==> src/rtl/regfile_dump.sv <==
// ---------------------------------------------------------------------------
// regfile_dump
//
// Debug read-out engine for the CPU register file. A Start pulse in IDLE walks
// read port A through registers 0..NUM_REGS-1. Each register gets one READ
// cycle so the asynchronous read can settle. The value is then captured and
// offered as one indexed beat on a valid/ready stream.
//
// Handshake: a beat transfers on a rising edge of Clk where DumpValid and
// DumpReady are both high. While DumpValid is high and DumpReady is low,
// DumpData, DumpIdx and DumpValid hold their values. DumpValid never drops
// without a transfer, except on Reset.
//
// Ports:
//   Clk       in   clock, all state changes on the rising edge
//   Reset     in   synchronous active-high reset, has priority over Start
//   Start     in   dump request, sampled only in IDLE
//   RA        out  [ADDR_W]  read address to register file port A
//   BusA      in   [DATA_W]  asynchronous read data from port A
//   DumpData  out  [DATA_W]  captured register value
//   DumpIdx   out  [ADDR_W]  index of DumpData
//   DumpValid out  beat valid
//   DumpReady in   consumer accepts the beat
//   DumpLast  out  valid beat carries the final index
//   Busy      out  high in READ and SEND
//   Done      out  one-cycle pulse after the final beat is accepted
//   DbgState  out  [2]  current FSM state (IDLE=0, READ=1, SEND=2, DONE=3)
// ---------------------------------------------------------------------------
module regfile_dump #(
    parameter int NUM_REGS = 32,
    parameter int ADDR_W   = 5,
    parameter int DATA_W   = 32
) (
    input  logic              Clk,
    input  logic              Reset,
    input  logic              Start,
    output logic [ADDR_W-1:0] RA,
    input  logic [DATA_W-1:0] BusA,
    output logic [DATA_W-1:0] DumpData,
    output logic [ADDR_W-1:0] DumpIdx,
    output logic              DumpValid,
    input  logic              DumpReady,
    output logic              DumpLast,
    output logic              Busy,
    output logic              Done,
    output logic [1:0]        DbgState
);

    typedef enum logic [1:0] {
        IDLE = 2'd0,
        READ = 2'd1,
        SEND = 2'd2,
        DONE = 2'd3
    } stateT;

    localparam logic [ADDR_W-1:0] LAST_IDX = ADDR_W'(NUM_REGS - 1);

    stateT             state;
    stateT             nextState;
    logic [ADDR_W-1:0] idx;
    logic              handshake;
    logic              atLast;

    assign handshake = DumpValid && DumpReady;
    assign atLast    = (idx == LAST_IDX);

    // Next-state logic
    always_comb begin
        nextState = state;
        case (state)
            IDLE: if (Start) nextState = READ;
            READ: nextState = SEND;
            SEND: begin
                if (handshake) begin
                    nextState = atLast ? DONE : READ;
                end
            end
            DONE: nextState = IDLE;
            default: nextState = IDLE;
        endcase
    end

    // State register
    always_ff @(posedge Clk) begin
        if (Reset) begin
            state <= IDLE;
        end else begin
            state <= nextState;
        end
    end

    // Index counter and beat registers
    always_ff @(posedge Clk) begin
        if (Reset) begin
            idx       <= '0;
            DumpData  <= '0;
            DumpIdx   <= '0;
            DumpValid <= 1'b0;
        end else begin
            case (state)
                IDLE: begin
                    if (Start) idx <= '0;
                end
                READ: begin
                    // RA has been stable for this whole cycle, so BusA is settled.
                    DumpData  <= BusA;
                    DumpIdx   <= idx;
                    DumpValid <= 1'b1;
                end
                SEND: begin
                    if (handshake) begin
                        DumpValid <= 1'b0;
                        // The last index leaves SEND without incrementing, so idx never wraps.
                        if (!atLast) idx <= idx + ADDR_W'(1);
                    end
                end
                DONE: begin
                    // Clear the beat registers so that every output reads 0 back in IDLE.
                    idx      <= '0;
                    DumpData <= '0;
                    DumpIdx  <= '0;
                end
                default: begin
                    idx <= '0;
                end
            endcase
        end
    end

    // RA follows idx while a dump is active and is 0 otherwise.
    assign RA       = (state == READ || state == SEND) ? idx : '0;
    assign DumpLast = DumpValid && (DumpIdx == LAST_IDX);
    assign Busy     = (state == READ) || (state == SEND);
    assign Done     = (state == DONE);
    assign DbgState = state;

endmodule

==> config.mk <==
export PLATFORM = sky130hd
export DESIGN_NAME = regfile_dump
export DESIGN_NICKNAME = d
export VERILOG_FILES = /design/src/rtl/regfile_dump.sv
export SDC_FILE = /design/constraint.sdc
export NUM_CORES = 1
export LEC_CHECK = 0
export CAP_MARGIN = 20
export CELL_PAD_IN_SITES_DETAIL_PLACEMENT = 1
export CELL_PAD_IN_SITES_GLOBAL_PLACEMENT = 1
export CORE_MARGIN = 2
export CORE_UTILIZATION = 30
export CTS_CLUSTER_SIZE = 28
export DETAILED_ROUTE_END_ITERATION = 8
export HOLD_SLACK_MARGIN = 0.02
export PLACE_DENSITY_LB_ADDON = 0.1
export SYNTH_ARGS = -nofsm -noshare
export SYNTH_HDL_FRONTEND = slang
export SYNTH_SLANG_ARGS = --single-unit
export TNS_END_PERCENT = 20
==> constraint.sdc <==
create_clock -name Clk -period 3 [get_ports Clk]
set_clock_uncertainty 0.2 [all_clocks]
set_input_delay 0.6 -clock Clk [delete_from_list [all_inputs] [get_ports Clk]]
set_output_delay 0.6 -clock Clk [all_outputs]
set_load 0.01 [all_outputs]
; ---- Word-level counts from Yosys, hierarchy flattened
; Cells that the tools add are included.
[totals]
reg_bits = 45
out_inout_bits = 48
inputBits = 36
word_cells = 37
[op_classes]
n_mux = 13
addsub = 1
eq_ne = 8
reduce_logical = 10
[ops]
columns = cell, count
row1 = case mux 32 bit (2 select lines), 1
row2 = two-way mux 5 bit, 4
row3 = case mux 5 bit (3 select lines), 1
row4 = == test 5 bit (second input constant), 2
row5 = case mux 5 bit (2 select lines), 1
row6 = case mux 2 bit (4 select lines), 1
row7 = two-way mux 2 bit, 3
row8 = inequality test 2 bit (second input constant), 3
row9 = adder 5 x 1 -> 5 bit (second input constant), 1
row10 = == test 2 bit (second input constant), 2
row11 = AND reduction 2 bit, 2
row12 = AND reduction 4 bit, 1
row13 = nonzero test 2 bit, 2
row14 = nonzero test 3 bit, 1
row15 = == test 2 x 1 -> 1 bit (second input constant), 1
row16 = logical AND 1 bit, 2
row17 = zero test 2 bit, 1
row18 = case mux 1 bit (2 select lines), 1
row19 = logical OR 1 bit, 1
row20 = two-way mux 1 bit, 1

; ---- Longest topological paths before layout
; Gate-level depths: netlist of run 1.
[depth]
word_depth = 4
mapped_depth = 7
ltp_nobuf = 7

; ---- Least setup slack after synthesis of run 1
; OpenSTA, ideal clock, no wires.
[synth_path]
path_type = flip-flop to flip-flop
startpoint = register state[0] (netlist: DbgState[0])
endpoint = register idx[2]
setup_time_ns = 0.125
synth_period_minus_slack_ns = 2.220
slack_ns = 0.780
path_buffers = 1
stages_incl_launch_ff = 8
t_required_ns = 2.675
arrival_time_ns = 1.895
path_cell_list = dfxtp_1 inv_1 ha_1 buf_2 a21boi_0 or4b_2 a21oi_1 o32ai_2
[synth_between]
elab_chain_cells = 3
elab_cells_between_ends = 9
cone_classes = 5 x eq/ne / 1 x mux / 3 x reduce/logical
[synth_rtl]
columns = element, line
row1 = "start, declared", 58  ; stateT state;
row2 = "start signal, assigned", 88  ; state <= nextState;
row3 = == test 2 bit or zero test 2 bit (tied branches), 100  ; case (state)
row4 = inequality test 2 bit (no source line) or nonzero test 3 bit (tied branches), -
row5 = AND reduction 4 bit (no source line), -
row6 = "end signal, assigned", 114  ; if (!atLast) idx <= idx + ADDR_W'(1);
row7 = "end, declared", 60  ; logic [ADDR_W-1:0] idx;
; Several ways; a longest one is shown, not always the timed one.
; A chain may end at the register's enable or synchronous reset.

; ---- Worst setup path after layout of run 1
[layout_path]
startpoint = register state[0] (netlist: DbgState[0])
endpoint = output RA[4]
[layout_between]
elab_chain_cells = 3
elab_cells_between_ends = 4
cone_classes = 2 x eq/ne / 1 x mux / 1 x reduce/logical
[layout_rtl]
columns = element, line
row1 = == test 2 x 1 -> 1 bit or == test 2 bit (tied branches), 131  ; assign RA = (state == READ || state == SEND) ? idx : '0;
row2 = logical OR 1 bit *, 131
row3 = two-way mux 5 bit *, 131
row4 = "end, declared", 37  ; output logic [ADDR_W-1:0] RA,
; Mark *: on every way between the ends. The rest lies on a longest branch, timed or not.

==> impl_metrics.tcl, run 1 <==
set metrics [dict create \
    synth_compound_gate_area_share_pct 4.077 \
    critPathRequiredTime_ps 2200 \
    timing_worst_slew_pin_value_ps 636.8 \
    timing.final.setup_violations 0 \
    via_count_of_the_first_global_routing_pass 1516 \
    worst_hold_slack_ps 295.4 \
    placement.setup.worst_slack_ps 513.1 \
    synth.cell_area_sq_mm 0.001810 \
    finish.utilization_pct 47.81 \
    synthSimpleGateAreaFrac_pct 18.31 \
    ir_worst_vdd_uv 322.2 \
    grt_setup_unrepaired "false" \
    post-synth-top-area-fraction_pct 49.76 \
    crit_slowest_cell "clkdlybuf4s50_1" \
    hold_path_depth 2 \
    synth.mux.area_fraction_pct 20.46 \
    final_min_period_over_clock_period_pct 89.70 \
    pwr_per_cell_area_mw_per_mm2 653.0 \
    synthTopCellsByArea "dfxtp_1 (50%), mux2i_1 (20%), nor2_1 (8.7%), ha_1 (4.1%), and2_1 (1.7%)" \
    synthesis.area_per_instance_sq_um 9.893 \
    endpoint_kind "primary output" \
    hold_viol 0 \
    yosysSeqAreaShare_pct 49.76 \
    routabilityCongestion 0.7786 \
    path_class "reg2out" \
    placementRows 28 \
    number_of_instances_in_the_synthesized_netlist 183 \
    clk_latency_worst_skew_pair_ps 300 \
    grt_antenna_before_repair 0 \
    num_io_pins 84 \
    slew_violations 0 \
    dominant_combinational_cell_family_by_area_after_synthesis "multiplexers" \
    grt_max_degree 39 \
    design_area_sq_mm 0.002814 \
    global_route.overflow_total 0 \
    vias 1553 \
    insertedDiodeCount 0 \
    layout_commonest_cell "clkdlybuf4s50_1" \
    io_buffers 83 \
    drc 0 \
    first_pass_grt_wire_length_um 7410 \
    timing.max_cap.violations 0 \
    timing.final.crit_period_ps 2691 \
    cp.buffers_inverters 2 \
    detailed_place_hpwl_um 3286 \
    clockBufferDepth 2 \
    slowest_delay_ps 530 \
    die-width_um 81.69 \
    layout-area-overhead-vs-synth_pct 55.43 \
    reg2reg_slack_ps 650 \
    reg2reg_end "idx[3]" \
    synth.distinct_cells 27 \
    mappedNetlistNets 225 \
    grt_usage_pct 14.84 \
    synth.largest_area_cell "dfxtp_1" \
    antenna_violating_nets_post_route 0 \
    post-cts-setup-buffers 0 \
    final_nets 307 \
    cts-resized-gates 0 \
    synth-adder-area-share_pct 4.147 \
    max-slew-margin-rel_pct 56.95 \
    clock_sink_count 45 \
    die-area_sq_mm 0.006672 \
    critical_path.top_delay_family "buffers and inverters" \
    tritoncts "yes" \
    tns_ps 0 \
    path_clk_slew_ps 80 \
    startpoint_type "register" \
    power.leakage_nw 1.068 \
    die_h_um 81.69 \
    hold_path_class "reg2reg" \
    pre_repair_dr_iteration_count 3 \
    synth-xor-area-share_pct 0 \
    numCtsBuffers 5 \
    cts_hold_buffers 0 \
    crit_path_cell_trace "inv_1 -> ha_1 -> and2_1 -> clkdlybuf4s50_1" \
    hold_path.startpoint "DumpData[5]" \
    htree_levels 2 \
    ys_ff_latch 45 \
    critical_path.max_fanout 6 \
    drt_first_iter_violations 41 \
    postPlaceCellArea_sq_mm 0.002713 \
    hold_path_end "DumpData[5]" \
    fmax_mhz 371.6 \
    total_number_of_yosys_warnings 0 \
    floorplan.core_area_sq_mm 0.005886 \
    worst-endpoint-arrival_ps 1890 \
    viasPerCell 4.554 \
    postRouteWirelength_um 4569 \
    final_cell_mix "clkdlybuf4s50_1 (83), dfxtp_1 (45), nor2_1 (42)" \
    r2r_cells 7 \
    routed_wire_length_per_instance_um 13.40 \
    cts_root_buf "clkbuf_8" \
    status "completed" \
    drive_above_1_share_pct 6.391 \
    worst_r2r_startpoint "idx[0]" \
    worst_slack_ps 309.1 \
    floorplan.initialDensity_pct 30.76 \
]
## synth_stat cells
library cell,n
dfxtp_1,45
nor2_1,42
mux2i_1,37
a21oi_1,6
clkbuf_1,6
ha_1,6
nand2_1,6
and2_1,5
buf_2,5
nand3_1,4
inv_1,3
a21o_1,2
nor2b_1,2
a21boi_0,1
and3_1,1
nand2b_1,1
nand3b_1,1
nand4_1,1
nor3_1,1
nor3_2,1
nor4b_1,1
o21ai_0,1
o32ai_2,1
or2_2,1
or3_4,1
or4b_1,1
or4b_2,1
## flip-flops by register name (all words and copies together), names as in the netlist
register   flops
DbgState       2
DumpData      32
DumpIdx        5
DumpValid      1
idx            5
## report_power, final
| group | leakage, nW | internal [W] | switching [W] |
|---|---|---|---|
| clock network | 0.0542 | 0.000208 | 0.000196 |
| logic | 0.646 | 0.000374 | 0.000317 |
| registers | 0.367 | 0.000687 | 0.0000559 |
## tightest hold or removal path: stages, from the launching register on
cell	delay, ps
dfxtp_1	330
mux2i_1	60
nor2_1	70
## stage by stage
stage          power, W  cells
2_1_floorplan  0.001144    183
3_3_place_gp   0.001448    333
3_5_place_dp   0.001457    333
4_1_cts        0.001877    341
5_1_grt        0.001973    341
6_report       0.001837    341
## how the worst max path moves through the flow
stage	startpoint	endpoint	slack, ps	cells after the start
2_1_floorplan	DbgState[0]	idx[2]	780	7
3_3_place_gp	DumpReady	idx[2]	540	5
3_5_place_dp	DumpReady	idx[2]	510	5
4_1_cts	DbgState[1]	RA[4]	270	4
5_1_grt	DbgState[0]	RA[2]	130	4
6_report	DbgState[0]	RA[4]	310	4
## routing by layer
layer	vias up	share of wire, %	track usage, %
met5	-	0	0
met4	0	1.1	4.667
met3	6	11	8.352
met2	55	44	22.95
met1	717	44	17.48
li1	775	-	-
## layout make-up
type | instances | area (sq um)
Clock buffer | 7 | 96.34
Clock inverter | 1 | 5.005
Fill cell | 695 | 3072
Inverter | 3 | 11.26
Multi-Input combinational cell | 124 | 853.3
Sequential cell | 45 | 900.9
Tap cell | 75 | 93.84
Timing Repair Buffer | 86 | 853.3
## logic make-up (layout without fill, tap and decap cells)
logic type,Yosys count,in the layout
buf+inv,14,97
mux,37,37
compound gates,11,11
simple gates,70,70
flops,45,45
fa+ha+maj,6,6
(Power assumes the default switching activity.)
==> run 2: changes to the inputs <==
--- a/config.mk
+++ b/config.mk
@@ -13,7 +13,7 @@
 export CTS_CLUSTER_SIZE = 28
 export DETAILED_ROUTE_END_ITERATION = 8
 export HOLD_SLACK_MARGIN = 0.02
-export PLACE_DENSITY_LB_ADDON = 0.1
+export PLACE_DENSITY = 0.87
 export SYNTH_ARGS = -nofsm -noshare
 export SYNTH_HDL_FRONTEND = slang
 export SYNTH_SLANG_ARGS = --single-unit
==> impl_metrics.tcl, run 2 (synthesized netlist as in run 1, its figures left out) <==
set metrics [dict create \
    post-cts-setup-buffers 0 \
    cts_hold_buffers 0 \
    clockBufferDepth 2 \
    layout_commonest_cell "clkdlybuf4s50_1" \
    floorplan.core_area_sq_mm 0.005886 \
    pwr_per_cell_area_mw_per_mm2 670.8 \
    cts-resized-gates 0 \
    drt_first_iter_violations 32 \
    grt_max_degree 25 \
    num-fill-cells 675 \
    final_min_period_over_clock_period_pct 87.43 \
    detailed_place_hpwl_um 3595 \
    hold_viol 0 \
    clk_latency_worst_skew_pair_ps 280 \
    cts_root_buf "clkbuf_8" \
    antenna_violating_nets_post_route 0 \
    num_io_pins 84 \
    htree_levels 2 \
    finish.utilization_pct 48.28 \
    die-area_sq_mm 0.006672 \
    grt_setup_unrepaired "false" \
    grt_antenna_before_repair 0 \
    placementRows 28 \
    max-slew-margin-rel_pct 60.68 \
    routed_wire_length_per_instance_um 13.77 \
    vias 1575 \
    tritoncts "yes" \
    first_pass_grt_wire_length_um 7679 \
    worst-endpoint-arrival_ps 1820 \
    drive_above_1_share_pct 6.015 \
    grt_usage_pct 14.91 \
    routabilityCongestion 0.7602 \
    timing.final.setup_violations 0 \
    timing_worst_slew_pin_value_ps 581.6 \
    power.share.sequential_pct 38.9 \
    status "completed" \
    hold_path_class "reg2reg" \
    timing.max_cap.violations 0 \
    path_class "reg2out" \
    design_area_sq_mm 0.002841 \
    layout_top_registers "DumpData (32), DumpIdx (5), idx (5)" \
    cellInternalPower_w 0.001336 \
    drc 0 \
    die_h_um 81.69 \
    postPlaceCellArea_sq_mm 0.002725 \
    viasPerCell 4.619 \
    endpoint_kind "primary output" \
    timing.final.crit_period_ps 2623 \
    power.share.switching_pct 29.89 \
    postRouteWirelength_um 4696 \
    slew_violations 0 \
    numCtsBuffers 5 \
    comb_power_share_pct 36.4 \
    startpoint_type "register" \
    insertedDiodeCount 0 \
    io_buffers 83 \
    critical_path.max_fanout 6 \
    floorplan.initialDensity_pct 30.76 \
    critPathRequiredTime_ps 2200 \
    largest_register "DumpData" \
    flip_flop_count_of_the_largest_register_after_layout 32 \
    switching_power_of_the_nets_w 0.0005698 \
    clock_sink_count 45 \
    reg2reg_slack_ps 640 \
    power.leakage_nw 1.076 \
    layout.cells.non_filler 341 \
    global_route.overflow_total 0 \
    layout-area-overhead-vs-synth_pct 56.95 \
    p_clk_share_pct 24.7 \
    dp.cells 333 \
    fmax_mhz 381.3 \
    final_nets 307 \
    die-width_um 81.69 \
    pre_repair_dr_iteration_count 2 \
    ir_worst_vdd_uv 252.0 \
    final_cell_mix "clkdlybuf4s50_1 (83), dfxtp_1 (45), nor2_1 (42)" \
    tns_ps 0 \
    via_count_of_the_first_global_routing_pass 1637 \
    path_clk_slew_ps 80 \
]
## run 2: layout make-up
class | instances | area (sq um) | area share (%)
sequential | 45 | 900.9 | 31.70
timing repair buffer | 86 | 865.8 | 30.47
multi-input combinational | 124 | 853.3 | 30.03
tap | 75 | 93.84 | 3.303
clock buffer | 7 | 86.33 | 3.038
clock inverter | 1 | 30.03 | 1.057
inverter | 3 | 11.26 | 0.3963
## run 2: per-layer routing
layer	track usage [%]	wire length, um
met3	6.044	397
met1	17.84	1975
met2	25.33	2309
met5	0	0
met4	3.000	13
## run 2: path summary, 6_finish.rpt
path,cells past startpoint,to,start
hold / removal,2,DumpData[22],DumpData[22]
hold reg to reg,2,DumpData[22],DumpData[22]
setup reg to reg,7,idx[3],idx[0]
setup / recovery,4,RA[1],DbgState[0]
## run 2: critical path, cell delays in order, from the launching register on
cell and delay (ps):
dfxtp_1 430, inv_1 90, ha_1 350, and2_1 140, clkdlybuf4s50_1 530
## run 2: power by group through the flow
stage | Sequential (W) | Clock [W] | Combinational (W)
6_report | 0.000742 | 0.000471 | 0.000693
5_1_grt | 0.000755 | 0.000522 | 0.000763
4_1_cts | 0.000744 | 0.000497 | 0.000708
3_5_place_dp | 0.000758 | 0 | 0.000704
3_3_place_gp | 0.000751 | 0 | 0.000688
2_1_floorplan | 0.000791 | 0 | 0.000353
## run 2: through the flow
| step | power (W) | setup WS [ps] | hold WS (ps) |
|---|---|---|---|
| 4_1_cts | 0.001949 | 341.1 | 308.9 |
| 3_3_place_gp | 0.001439 | 524.0 | 270.6 |
| 3_5_place_dp | 0.001462 | 490.5 | 283.9 |
| 6_report | 0.001906 | 377.2 | 300.3 |
| 5_1_grt | 0.002039 | 223.8 | 333.9 |
| 2_1_floorplan | 0.001144 | 779.6 | 257.3 |
==> run 3: changes to the inputs <==
--- a/config.mk
+++ b/config.mk
@@ -8,9 +8,9 @@
 export CAP_MARGIN = 20
 export CELL_PAD_IN_SITES_DETAIL_PLACEMENT = 1
 export CELL_PAD_IN_SITES_GLOBAL_PLACEMENT = 1
-export CORE_MARGIN = 2
+export CORE_MARGIN = 10
 export CORE_UTILIZATION = 30
-export CTS_CLUSTER_SIZE = 28
+export CTS_CLUSTER_SIZE = 30
 export DETAILED_ROUTE_END_ITERATION = 8
 export HOLD_SLACK_MARGIN = 0.02
 export PLACE_DENSITY = 0.87
==> impl_metrics.tcl, run 3 (synthesized netlist as in run 1, its figures left out) <==
set metrics [dict create \
    status "completed" \
    drc 0 \
    slew_violations 0 \
    crit_slowest_cell "clkdlybuf4s50_1" \
    largest_register "DumpData" \
    fmax_mhz 373.5 \
    postPlaceCellArea_sq_mm 0.002713 \
    postRouteWirelength_um 5529 \
    p_clk_share_pct 19.7 \
    layout_commonest_cell "clkdlybuf4s50_1" \
    power.total_w 0.001802 \
    timing.max_cap.violations 0 \
    vias 1558 \
    clockBufferDepth 2 \
    switching_power_of_the_nets_w 0.0005777 \
    via_count_of_the_first_global_routing_pass 1721 \
    num_io_pins 84 \
    die_h_um 97.69 \
    io_buffers 83 \
    pre_repair_dr_iteration_count 4 \
    timing.final.crit_period_ps 2677 \
    path_clk_slew_ps 80 \
    insertedDiodeCount 0 \
    first_pass_grt_wire_length_um 8859 \
    finish.utilization_pct 47.49 \
    worst-endpoint-arrival_ps 1880 \
    clk_latency_worst_skew_pair_ps 290 \
    worst_hold_slack_ps 303.2 \
    grt_antenna_before_repair 0 \
    cellInternalPower_w 0.001224 \
    worst_r2r_startpoint "idx[0]" \
    hold_path.startpoint "DumpData[6]" \
    comb_power_share_pct 39.1 \
    detailed_place_hpwl_um 4285 \
    hold_path_depth 2 \
    numCtsBuffers 5 \
    endpoint_kind "primary output" \
    design_area_sq_mm 0.002795 \
    grt_max_degree 38 \
    clock_sink_count 45 \
    routabilityCongestion 0.8063 \
    power.share.sequential_pct 41.2 \
    hold_path_end "DumpData[6]" \
    seqCellArea_sq_um 900.9 \
    max-slew-margin-rel_pct 63.30 \
    crit_path_start "DbgState[0]" \
    cts_root_buf "clkbuf_8" \
    htree_levels 2 \
    area_occupied_by_multi_input_gates_sq_um 853.3 \
    floorplan.core_area_sq_mm 0.005886 \
    critPathRequiredTime_ps 2200 \
    timing.final.setup_violations 0 \
    r2r_cells 7 \
    reg2reg_end "idx[3]" \
    grt_usage_pct 11.29 \
    final_min_period_over_clock_period_pct 89.24 \
    pwr_per_cell_area_mw_per_mm2 644.7 \
    hold_viol 0 \
    timing_worst_slew_pin_value_ps 542.8 \
    power.leakage_nw 1.058 \
    final_cell_mix "clkdlybuf4s50_1 (83), dfxtp_1 (45), nor2_1 (42)" \
    drive_above_1_share_pct 6.015 \
    path_class "reg2out" \
    tns_ps 0 \
    num-fill-cells 667 \
    die-area_sq_mm 0.009542 \
    startpoint_type "register" \
    post-cts-setup-buffers 0 \
    critical_path.max_fanout 6 \
    power.share.switching_pct 32.06 \
    tritoncts "yes" \
    layout_top_registers "DumpData (32), DumpIdx (5), idx (5)" \
    reg2reg_slack_ps 630 \
    cts_hold_buffers 0 \
    cts-resized-gates 0 \
    slowest_delay_ps 530 \
    drt_first_iter_violations 37 \
    crit_path_cell_trace "inv_1 -> ha_1 -> and2_1 -> clkdlybuf4s50_1" \
    placementRows 28 \
    grt_setup_unrepaired "false" \
    global_route.overflow_total 0 \
    antenna_violating_nets_post_route 0 \
    die-width_um 97.69 \
    routed_wire_length_per_instance_um 16.21 \
    final_nets 307 \
    layout-area-overhead-vs-synth_pct 54.39 \
    viasPerCell 4.569 \
    floorplan.initialDensity_pct 30.76 \
    ir_worst_vdd_uv 258.1 \
    hold_path_class "reg2reg" \
    flip_flop_count_of_the_largest_register_after_layout 32 \
]
run 3: power groups by stage:
stage | clock network [W] | logic (W) | registers [W]
5_1_grt | 0.000406 | 0.000768 | 0.000756
6_report | 0.000355 | 0.000704 | 0.000743
4_1_cts | 0.000374 | 0.000723 | 0.000746
2_1_floorplan | 0 | 0.000353 | 0.000791
3_3_place_gp | 0 | 0.000700 | 0.000751
3_5_place_dp | 0 | 0.000717 | 0.000758
run 3: worst max path at each step:
stage / end / cells past startpoint
global placement: idx[2] / 5
finish: RA[3] / 4
floorplan: idx[2] / 7
global route: RA[2] / 4
CTS: RA[3] / 4
detailed placement: idx[2] / 5
run 3: critical path: cells and delay by family, from the launching register on:
kind,cells,cell delay (ps)
fa+ha+maj,1,380
buf+inv,2,630
flops,1,430
simple gates,1,150
run 3: metrics by stage:
stage	instances	setup WS, ps
after floorplan	183	779.6
after detailed placement	333	497.4
after global placement	333	535.1
after CTS	341	285.4
after global routing	341	196.0
final	341	322.9
run 3: routing by layer:
| layer | share of wire [%] | track usage, % |
|---|---|---|
| met1 | 36 | 11.09 |
| met4 | 0.34 | 2.908 |
| met3 | 11 | 6.686 |
| met2 | 53 | 19.72 |
| met5 | 0 | 0 |
run 3: layout make-up:
type / count / area share [%]
Clock buffer: 6 / 2.596
Clock inverter: 2 / 0.3581
Inverter: 3 / 0.4029
Multi-Input combinational cell: 124 / 30.53
Sequential cell: 45 / 32.23
Tap cell: 75 / 3.357
Timing Repair Buffer: 86 / 30.53
